File: config.mk
export PLATFORM = sky130hd
export DESIGN_NAME = dbus_down_pack
export DESIGN_NICKNAME = d
export VERILOG_FILES = /design/src/rtl/dbus_pkg.sv /design/src/rtl/dbus_lane_select.sv /design/src/rtl/dbus_down_pack.sv
export SDC_FILE = /design/constraint.sdc
export NUM_CORES = 1
export LEC_CHECK = 0
export ABC_AREA = 1
export BUFFER_PORTS_ARGS = -buffer_cell sky130_fd_sc_hd__buf_2
export CAP_MARGIN = 20
export CORE_ASPECT_RATIO = 1.1
export CORE_MARGIN = 2
export CORE_UTILIZATION = 55
export CTS_CLUSTER_DIAMETER = 200
export DETAILED_ROUTE_END_ITERATION = 10
export GPL_TIMING_DRIVEN = 1
export MAX_ROUTING_LAYER = met4
export PLACE_DENSITY = 0.77
export SETUP_SLACK_MARGIN = 0.15
export SLEW_MARGIN = 20
export SYNTH_ARGS = -nofsm -noshare
export SYNTH_HDL_FRONTEND = slang
export SYNTH_SLANG_ARGS = --single-unit
File: constraint.sdc
create_clock -name sys_clk -period 12.24 [get_ports sys_clk]
set_input_delay 2.448 -clock sys_clk [delete_from_list [all_inputs] [get_ports sys_clk]]
set_output_delay 2.448 -clock sys_clk [all_outputs]
set_load 0.05 [all_outputs]
File: src/rtl/dbus_pkg.sv
`default_nettype none
// ============================================================================
//  Module   : dbus_pkg
//  Purpose  : Shared encodings, byte-count helpers and FSM state type for the
//             read-side lane packer.
//  Revision : 1.0 - initial release
// ============================================================================
package dbus_pkg;

   localparam logic [1:0] SZ_1B = 2'b00;
   localparam logic [1:0] SZ_2B = 2'b01;
   localparam logic [1:0] SZ_4B = 2'b10;
   localparam logic [1:0] SZ_8B = 2'b11;

   localparam logic [1:0] BW_8  = 2'b00;
   localparam logic [1:0] BW_16 = 2'b01;
   localparam logic [1:0] BW_32 = 2'b10;
   localparam logic [1:0] BW_64 = 2'b11;

   typedef enum logic [1:0] {
      IDLE = 2'd0,
      BEAT = 2'd1,
      HOLD = 2'd2
   } state_t;

   function automatic logic [3:0] nbytes(input logic [1:0] enc);
      logic [3:0] n;
      case (enc)
         SZ_1B:   n = 4'd1;
         SZ_2B:   n = 4'd2;
         SZ_4B:   n = 4'd4;
         SZ_8B:   n = 4'd8;
         default: n = 4'd1;
      endcase
      return n;
   endfunction

   function automatic logic [3:0] bus_nbytes(input logic [1:0] enc);
      logic [3:0] n;
      case (enc)
         BW_8:    n = 4'd1;
         BW_16:   n = 4'd2;
         BW_32:   n = 4'd4;
         BW_64:   n = 4'd8;
         default: n = 4'd1;
      endcase
      return n;
   endfunction

   // Byte lanes [off, off+nb) set; lanes past 7 simply drop off the top.
   function automatic logic [7:0] lane_mask(input logic [2:0] off, input logic [3:0] nb);
      logic [7:0] m;
      m = '0;
      for (int k = 0; k < 8; k++) begin
         m[k] = (4'(k) >= {1'b0, off}) && (4'(k) < ({1'b0, off} + nb));
      end
      return m;
   endfunction

endpackage
`default_nettype wire

File: src/rtl/dbus_lane_select.sv
`default_nettype none
// ============================================================================
//  Module   : dbus_lane_select
//  Purpose  : Shifts the addressed item down by offset bytes and zero-fills
//             every byte above the item size.
//  Revision : 1.0 - initial release
// ============================================================================
module dbus_lane_select
   import dbus_pkg::*;
(
   input  logic [63:0] din,
   input  logic [2:0]  offset,
   input  logic [1:0]  size,
   output logic [63:0] dout
);

   logic [3:0] w_nb;

   assign w_nb = nbytes(size);

   for (genvar j = 0; j < 8; j++) begin : g_byte
      logic [3:0] w_src;
      logic       w_keep;

      assign w_src  = {1'b0, offset} + 4'(j);
      assign w_keep = (4'(j) < w_nb) && !w_src[3];
      assign dout[8*j +: 8] = w_keep ? din[{w_src[2:0], 3'b000} +: 8] : 8'h00;
   end

endmodule
`default_nettype wire

File: src/rtl/dbus_down_pack.sv
`default_nettype none
// ============================================================================
//  Module   : dbus_down_pack
//  Purpose  : Collects 8/16/32/64-bit read beats into 64-bit lane positions and
//             returns the addressed item right-justified and zero-extended.
//  Revision : 1.0 - initial release
// ============================================================================
module dbus_down_pack
   import dbus_pkg::*;
(
   input  logic        sys_clk,
   input  logic        resetl,
   input  logic        req_valid,
   output logic        req_ready,
   input  logic [2:0]  req_addr,
   input  logic [1:0]  req_size,
   input  logic [1:0]  req_busw,
   input  logic        mem_valid,
   input  logic [63:0] mem_data,
   output logic        rd_valid,
   input  logic        rd_ready,
   output logic [63:0] rd_data,
   output logic        rd_err,
   output logic        stray
);

   state_t      r_state;
   state_t      w_next;

   logic [2:0]  r_addr;
   logic [1:0]  r_size;
   logic [1:0]  r_busw;
   logic [2:0]  r_beats_m1;
   logic [2:0]  r_cnt;
   logic [63:0] r_asm;
   logic [63:0] r_rd_data;
   logic        r_rd_valid;
   logic        r_rd_err;
   logic        r_stray;

   logic        w_req_ready;
   logic        w_accept;
   logic        w_beat_take;
   logic        w_out_take;

   // Request-side decode
   logic [3:0]  w_req_nb;
   logic [2:0]  w_align_mask;
   logic        w_misaligned;
   logic [3:0]  w_req_beats;
   logic [2:0]  w_req_beats_m1;

   assign w_req_nb     = nbytes(req_size);
   assign w_align_mask = 3'(w_req_nb - 4'd1);
   assign w_misaligned = |(req_addr & w_align_mask);
   assign w_req_beats  = 4'd1 << (req_size - req_busw);
   assign w_req_beats_m1 = (req_size > req_busw) ? 3'(w_req_beats - 4'd1) : 3'd0;

   // Beat placement: narrow items start at the bus-aligned base, beat i goes i*bus_bytes higher
   logic [3:0]  w_bus_nb;
   logic [2:0]  w_bus_mask;
   logic [2:0]  w_base;
   logic [2:0]  w_step;
   logic [2:0]  w_off;
   logic [7:0]  w_lane_en;
   logic [63:0] w_bit_mask;
   logic [63:0] w_shift;
   logic [63:0] w_merged;
   logic [63:0] w_sel;
   logic        w_last;

   assign w_bus_nb   = bus_nbytes(r_busw);
   assign w_bus_mask = 3'(w_bus_nb - 4'd1);
   assign w_base     = r_addr & ~w_bus_mask;
   assign w_step     = r_cnt << r_busw;
   assign w_off      = w_base + w_step;
   assign w_lane_en  = lane_mask(w_off, w_bus_nb);
   assign w_shift    = mem_data << {w_off, 3'b000};
   assign w_merged   = (r_asm & ~w_bit_mask) | (w_shift & w_bit_mask);
   assign w_last     = (r_cnt == r_beats_m1);

   for (genvar k = 0; k < 8; k++) begin : g_lane
      assign w_bit_mask[8*k +: 8] = {8{w_lane_en[k]}};
   end

   dbus_lane_select u_sel (
      .din    (w_merged),
      .offset (r_addr),
      .size   (r_size),
      .dout   (w_sel)
   );

   always_ff @(posedge sys_clk or negedge resetl) begin
      if (!resetl) begin
         r_state <= IDLE;
      end else begin
         r_state <= w_next;
      end
   end

   always_comb begin
      w_next      = r_state;
      w_req_ready = 1'b0;
      w_accept    = 1'b0;
      w_beat_take = 1'b0;
      w_out_take  = 1'b0;
      case (r_state)
         IDLE: begin
            w_req_ready = 1'b1;
            if (req_valid) begin
               w_accept = 1'b1;
               w_next   = w_misaligned ? HOLD : BEAT;
            end
         end
         BEAT: begin
            if (mem_valid) begin
               w_beat_take = 1'b1;
               if (w_last) begin
                  w_next = HOLD;
               end
            end
         end
         HOLD: begin
            if (rd_ready) begin
               w_out_take = 1'b1;
               w_next     = IDLE;
            end
         end
         default: w_next = IDLE;
      endcase
   end

   always_ff @(posedge sys_clk or negedge resetl) begin
      if (!resetl) begin
         r_addr     <= '0;
         r_size     <= '0;
         r_busw     <= '0;
         r_beats_m1 <= '0;
         r_cnt      <= '0;
         r_asm      <= '0;
         r_rd_data  <= '0;
         r_rd_valid <= 1'b0;
         r_rd_err   <= 1'b0;
         r_stray    <= 1'b0;
      end else begin
         if (w_accept) begin
            r_addr     <= req_addr;
            r_size     <= req_size;
            r_busw     <= req_busw;
            r_beats_m1 <= w_req_beats_m1;
            r_cnt      <= '0;
            r_asm      <= '0;
            if (w_misaligned) begin
               r_rd_data  <= '0;
               r_rd_valid <= 1'b1;
               r_rd_err   <= 1'b1;
            end
         end
         if (w_beat_take) begin
            r_asm <= w_merged;
            r_cnt <= r_cnt + 3'd1;
            if (w_last) begin
               r_rd_data  <= w_sel;
               r_rd_valid <= 1'b1;
               r_rd_err   <= 1'b0;
            end
         end
         if (w_out_take) begin
            r_rd_valid <= 1'b0;
            r_rd_err   <= 1'b0;
         end
         if (mem_valid && (r_state != BEAT)) begin
            r_stray <= 1'b1;
         end
      end
   end

   assign req_ready = w_req_ready;
   assign rd_valid  = r_rd_valid;
   assign rd_data   = r_rd_data;
   assign rd_err    = r_rd_err;
   assign stray     = r_stray;

endmodule
`default_nettype wire

==> run_results.csv <==
group,metric,value,unit
outcome,status,"finished, final reports clean",
timing,period_minus_slack,5.38,ns
synthesis,synth.cell_area,11000,um2
flow_run,max_cap_viol_count,0,
synthesis,synthesis.yosys.warnings,0,
worst_setup_path,data_required_critical_path,12.60,ns
grt,globalRoute.totalOverflow,0,
clocking,cts.htree.levels,4,
worst_setup_path,cp_top_family,"simple AND/OR/NAND/NOR gates",
worst_setup_path,critPathSlowestCell,"sky130_fd_sc_hd__nand2_8",
worst_hold_path,hold_path_depth,1,
synthesis,synthCells,1631,
place,post-dp-hpwl,32400,um
grt,grtUsageTotal,42.0,%
grt,grt_max_degree,84,
clocking,cts_tree,"yes",
floorplan,floorplan.initialDensity,55.8,%
timing,report.final.setup_viol,0,
floorplan,die_span_in_x,139,um
synthesis,yosys_register_bits,146,
routing,routed_wirelength,43600,um
worst_setup_path,worstPathArrival,5.74,ns
synthesis,synth_cell_types,45,
timing,setup_repair_after_global_routing_missed_its_margin,"no",
worst_setup_path,worstSetupStartpointType,"register",
synthesis,synth_top_flop_cell,"sky130_fd_sc_hd__dfrtp_1",
worst_hold_path,hold_class,"register to register",
clocking,clock_slew_at_reported_path_ffs,0.07,ns
worst_setup_path,timing.setup.critical_path_class,"register to register",
timing,timing.final.max_slew_violations,0,
layout,layout-drive-gt1-share,17.2,%
synthesis,ys_async_sr_fraction,100,%
clocking,resized_after_cts,0,
floorplan,number_of_cell_rows,54,
place,placement.setup.worst_slack,7.06,ns
clocking,hold_buf_cts,0,
grt,first_global_vias,11400,
grt,antenna_found_initial,0,
worst_setup_path,cell_by_cell_trace_of_the_critical_path,"buf_4, inv_2, nor2_1, ha_2, fa_2, nand3b_2, nand2_2, nand2_4, nand2_8, inv_1, ha_1, inv_1, nand2_1, nand2_1, o211ai_1, nand2_2, inv_1, nand2_1, nand3_1, nand3_1, nand3_1, nand3_1, nand2_1",
routing,drtPass1Iterations,9,
clocking,setup_bufs_post_cts,0,
routing,vias,12400,
layout,area_growth_syn_to_fin,12.3,%
timing,final_tns_setup,0,ns
timing,clock-skew-final,0.0181,ns
worst_setup_path,critical_path.max_fanout,69,
timing,max_freq,0.186,GHz
clocking,cts_buffers,17,
layout,n_antenna_cell,0,
routing,first_iter_violations,1859,
routing,post_drt_wl_per_cell,22.1,um
routing,drt.antenna.violating_nets,0,
timing,slew_headroom,31.9,%
worst_setup_path,timing.reg2reg.worst_path_depth,23,
clocking,cts_max_path_buffers,2,
place,gpl.final_weighted_congestion,1.05,
floorplan,placeableCoreArea,19700,um2
clocking,cts_root_buf,"sky130_fd_sc_hd__clkbuf_16",
worst_hold_path,hold_path.startpoint,"stray",
worst_setup_path,crit_path_capture_type,"register",
timing,worst-slew-pin-transition,1.02,ns
worst_setup_path,critical_path_buf_inv_count,5,
worst_hold_path,min_delay_worst_endpoint,"stray",
synthesis,synth_edf_count,0,
routing,viasPerCell,6.30,
layout,nNetsFinal,1797,
clocking,cts_sinks,146,
grt,grt_first_pass_wirelength,66700,um
worst_setup_path,regToRegStartpoint,"r_addr[0]",
clocking,clock_latency,0.44,ns
floorplan,die-area,21200,um2
worst_setup_path,largest_stage_delay_on_the_critical_path,0.45,ns
floorplan,design.portCount,144,
timing,worst_setup_margin,6.86,ns
synthesis,synthesis.nets,1723,
synthesis,synth.avg_cell_area,6.75,um2
worst_setup_path,reg2reg_to,"rd_data[50]",
place,place.port_buffers,143,
routing,route.detailed.drc,0,
timing,finalCritPeriodShare,44.0,%
timing,finalHoldViolCount,0,
synthesis,seq_area_frac_synth,33.2,%
floorplan,die_height,152,um
worst_setup_path,rrSetupSlack,6.86,ns
final cells by class:
| class | count | area (um2) |
|---|---|---|
| well taps | 252 | 315 |
| clock buffers | 17 | 425 |
| inverters | 95 | 357 |
| fillers | 1924 | 7370 |
| clock inverters | 15 | 184 |
| multi-input cells | 1284 | 6550 |
| repair buffers | 161 | 877 |
| flip-flops and latches | 146 | 3650 |
layout by cell type (no fill, tap or decap), types with 3 or more instances in the layout:
master,synthesis,routed
sky130_fd_sc_hd__nand3_1,472,472
sky130_fd_sc_hd__nand2_1,461,459
sky130_fd_sc_hd__dfrtp_1,146,145
sky130_fd_sc_hd__buf_2,18,142
sky130_fd_sc_hd__inv_1,86,85
sky130_fd_sc_hd__o21ai_0,72,72
sky130_fd_sc_hd__a21oi_1,53,53
sky130_fd_sc_hd__a31o_2,51,51
sky130_fd_sc_hd__nor2_1,36,36
sky130_fd_sc_hd__o22ai_1,18,18
sky130_fd_sc_hd__nand4_1,18,18
sky130_fd_sc_hd__clkbuf_16,0,17
sky130_fd_sc_hd__buf_4,3,17
sky130_fd_sc_hd__nand4_2,13,13
sky130_fd_sc_hd__ha_1,13,12
sky130_fd_sc_hd__o21ai_1,11,11
sky130_fd_sc_hd__nand2_2,8,9
sky130_fd_sc_hd__and2_1,9,9
sky130_fd_sc_hd__o21a_1,7,7
sky130_fd_sc_hd__inv_2,6,6
sky130_fd_sc_hd__mux2i_1,5,5
sky130_fd_sc_hd__inv_8,0,5
sky130_fd_sc_hd__clkinv_1,3,4
sky130_fd_sc_hd__nand2_4,3,4
sky130_fd_sc_hd__o211ai_1,4,4
sky130_fd_sc_hd__or2_2,4,4
sky130_fd_sc_hd__inv_6,0,4
sky130_fd_sc_hd__nand3_4,3,3
sky130_fd_sc_hd__clkinv_8,0,3
logic make-up after synthesis:
logic type / Yosys count / share of synthesized area [%]
XOR/XNOR: 4 / 0.318
AND/OR/NAND/NOR: 1034 / 43.7
AO/OA/AOI/OAI: 225 / 12.7
flip-flops: 146 / 33.2
buffers and inverters: 201 / 7.59
multiplexers: 5 / 0.455
adder cells (fa/ha/maj): 16 / 2.02
through the flow:
stage	utilization [%]	std cells	hold slack [ns]	instance area, um2
floorplan	-	1631	0.469	11000
global placement	59.4	1937	0.453	11700
detailed placement	59.4	1937	0.451	11700
CTS	62.5	1969	0.470	12300
global route	62.7	1970	0.481	12400
finish	62.7	1970	0.464	12400
cells in the mapped netlist (3+ instances only):
library cell | count | area share, %
sky130_fd_sc_hd__nand4_2 | 13 | 1.5
sky130_fd_sc_hd__o21ai_1 | 11 | 0.50
sky130_fd_sc_hd__nor2_1 | 36 | 1.2
sky130_fd_sc_hd__nand3_4 | 3 | 0.48
sky130_fd_sc_hd__a21oi_1 | 53 | 2.4
sky130_fd_sc_hd__inv_2 | 6 | 0.20
sky130_fd_sc_hd__fa_1 | 3 | 0.55
sky130_fd_sc_hd__mux2i_1 | 5 | 0.45
sky130_fd_sc_hd__nand3_1 | 472 | 21
sky130_fd_sc_hd__or2_2 | 4 | 0.23
sky130_fd_sc_hd__buf_4 | 3 | 0.20
sky130_fd_sc_hd__buf_1 | 9 | 0.31
sky130_fd_sc_hd__o211ai_1 | 4 | 0.27
sky130_fd_sc_hd__clkinv_1 | 3 | 0.10
sky130_fd_sc_hd__o21ai_0 | 72 | 3.3
sky130_fd_sc_hd__buf_2 | 18 | 0.82
sky130_fd_sc_hd__o22ai_1 | 18 | 1.0
sky130_fd_sc_hd__dfrtp_1 | 146 | 33
sky130_fd_sc_hd__nand2_4 | 3 | 0.31
sky130_fd_sc_hd__nand4_1 | 18 | 1.0
sky130_fd_sc_hd__inv_1 | 86 | 2.9
sky130_fd_sc_hd__ha_1 | 13 | 1.5
sky130_fd_sc_hd__nand2_2 | 8 | 0.45
sky130_fd_sc_hd__nand2_1 | 461 | 16
sky130_fd_sc_hd__and2_1 | 9 | 0.51
sky130_fd_sc_hd__o21a_1 | 7 | 0.48
sky130_fd_sc_hd__a31o_2 | 51 | 4.1
sky130_fd_sc_hd__clkbuf_1 | 72 | 2.5
flip-flops by register name, summed over array words and instances, names as in the netlist:
register / count
r_beats_m1: 3
r_asm: 64
r_size: 2
stray: 1
rd_valid: 1
r_busw: 2
r_cnt: 3
rd_data: 64
r_state: 2
rd_err: 1
r_addr: 3
routing by layer:
metal	GRT usage [%]	vias to the layer above	share of wire [%]
li1	-	5752	-
met1	54.0	5769	39
met2	63.3	756	45
met3	9.27	131	11
met4	20.3	0	5.6
met5	-	-	0
how the worst max path moves through the flow:
stage / startpoint / to / slack (ns) / depth (start not counted)
floorplan: r_addr[0] / rd_data[42] / 8.04 / 26
global placement: r_addr[0] / rd_data[17] / 7.12 / 23
detailed placement: r_addr[0] / rd_data[17] / 7.06 / 23
CTS: r_addr[0] / rd_data[17] / 7.03 / 23
global route: r_addr[0] / rd_data[17] / 6.63 / 23
finish: r_addr[0] / rd_data[50] / 6.86 / 23
Power is left out: the tool's default activity adds up to more than one toggle a clock period on the data nets, which glitch-free logic cannot reach.
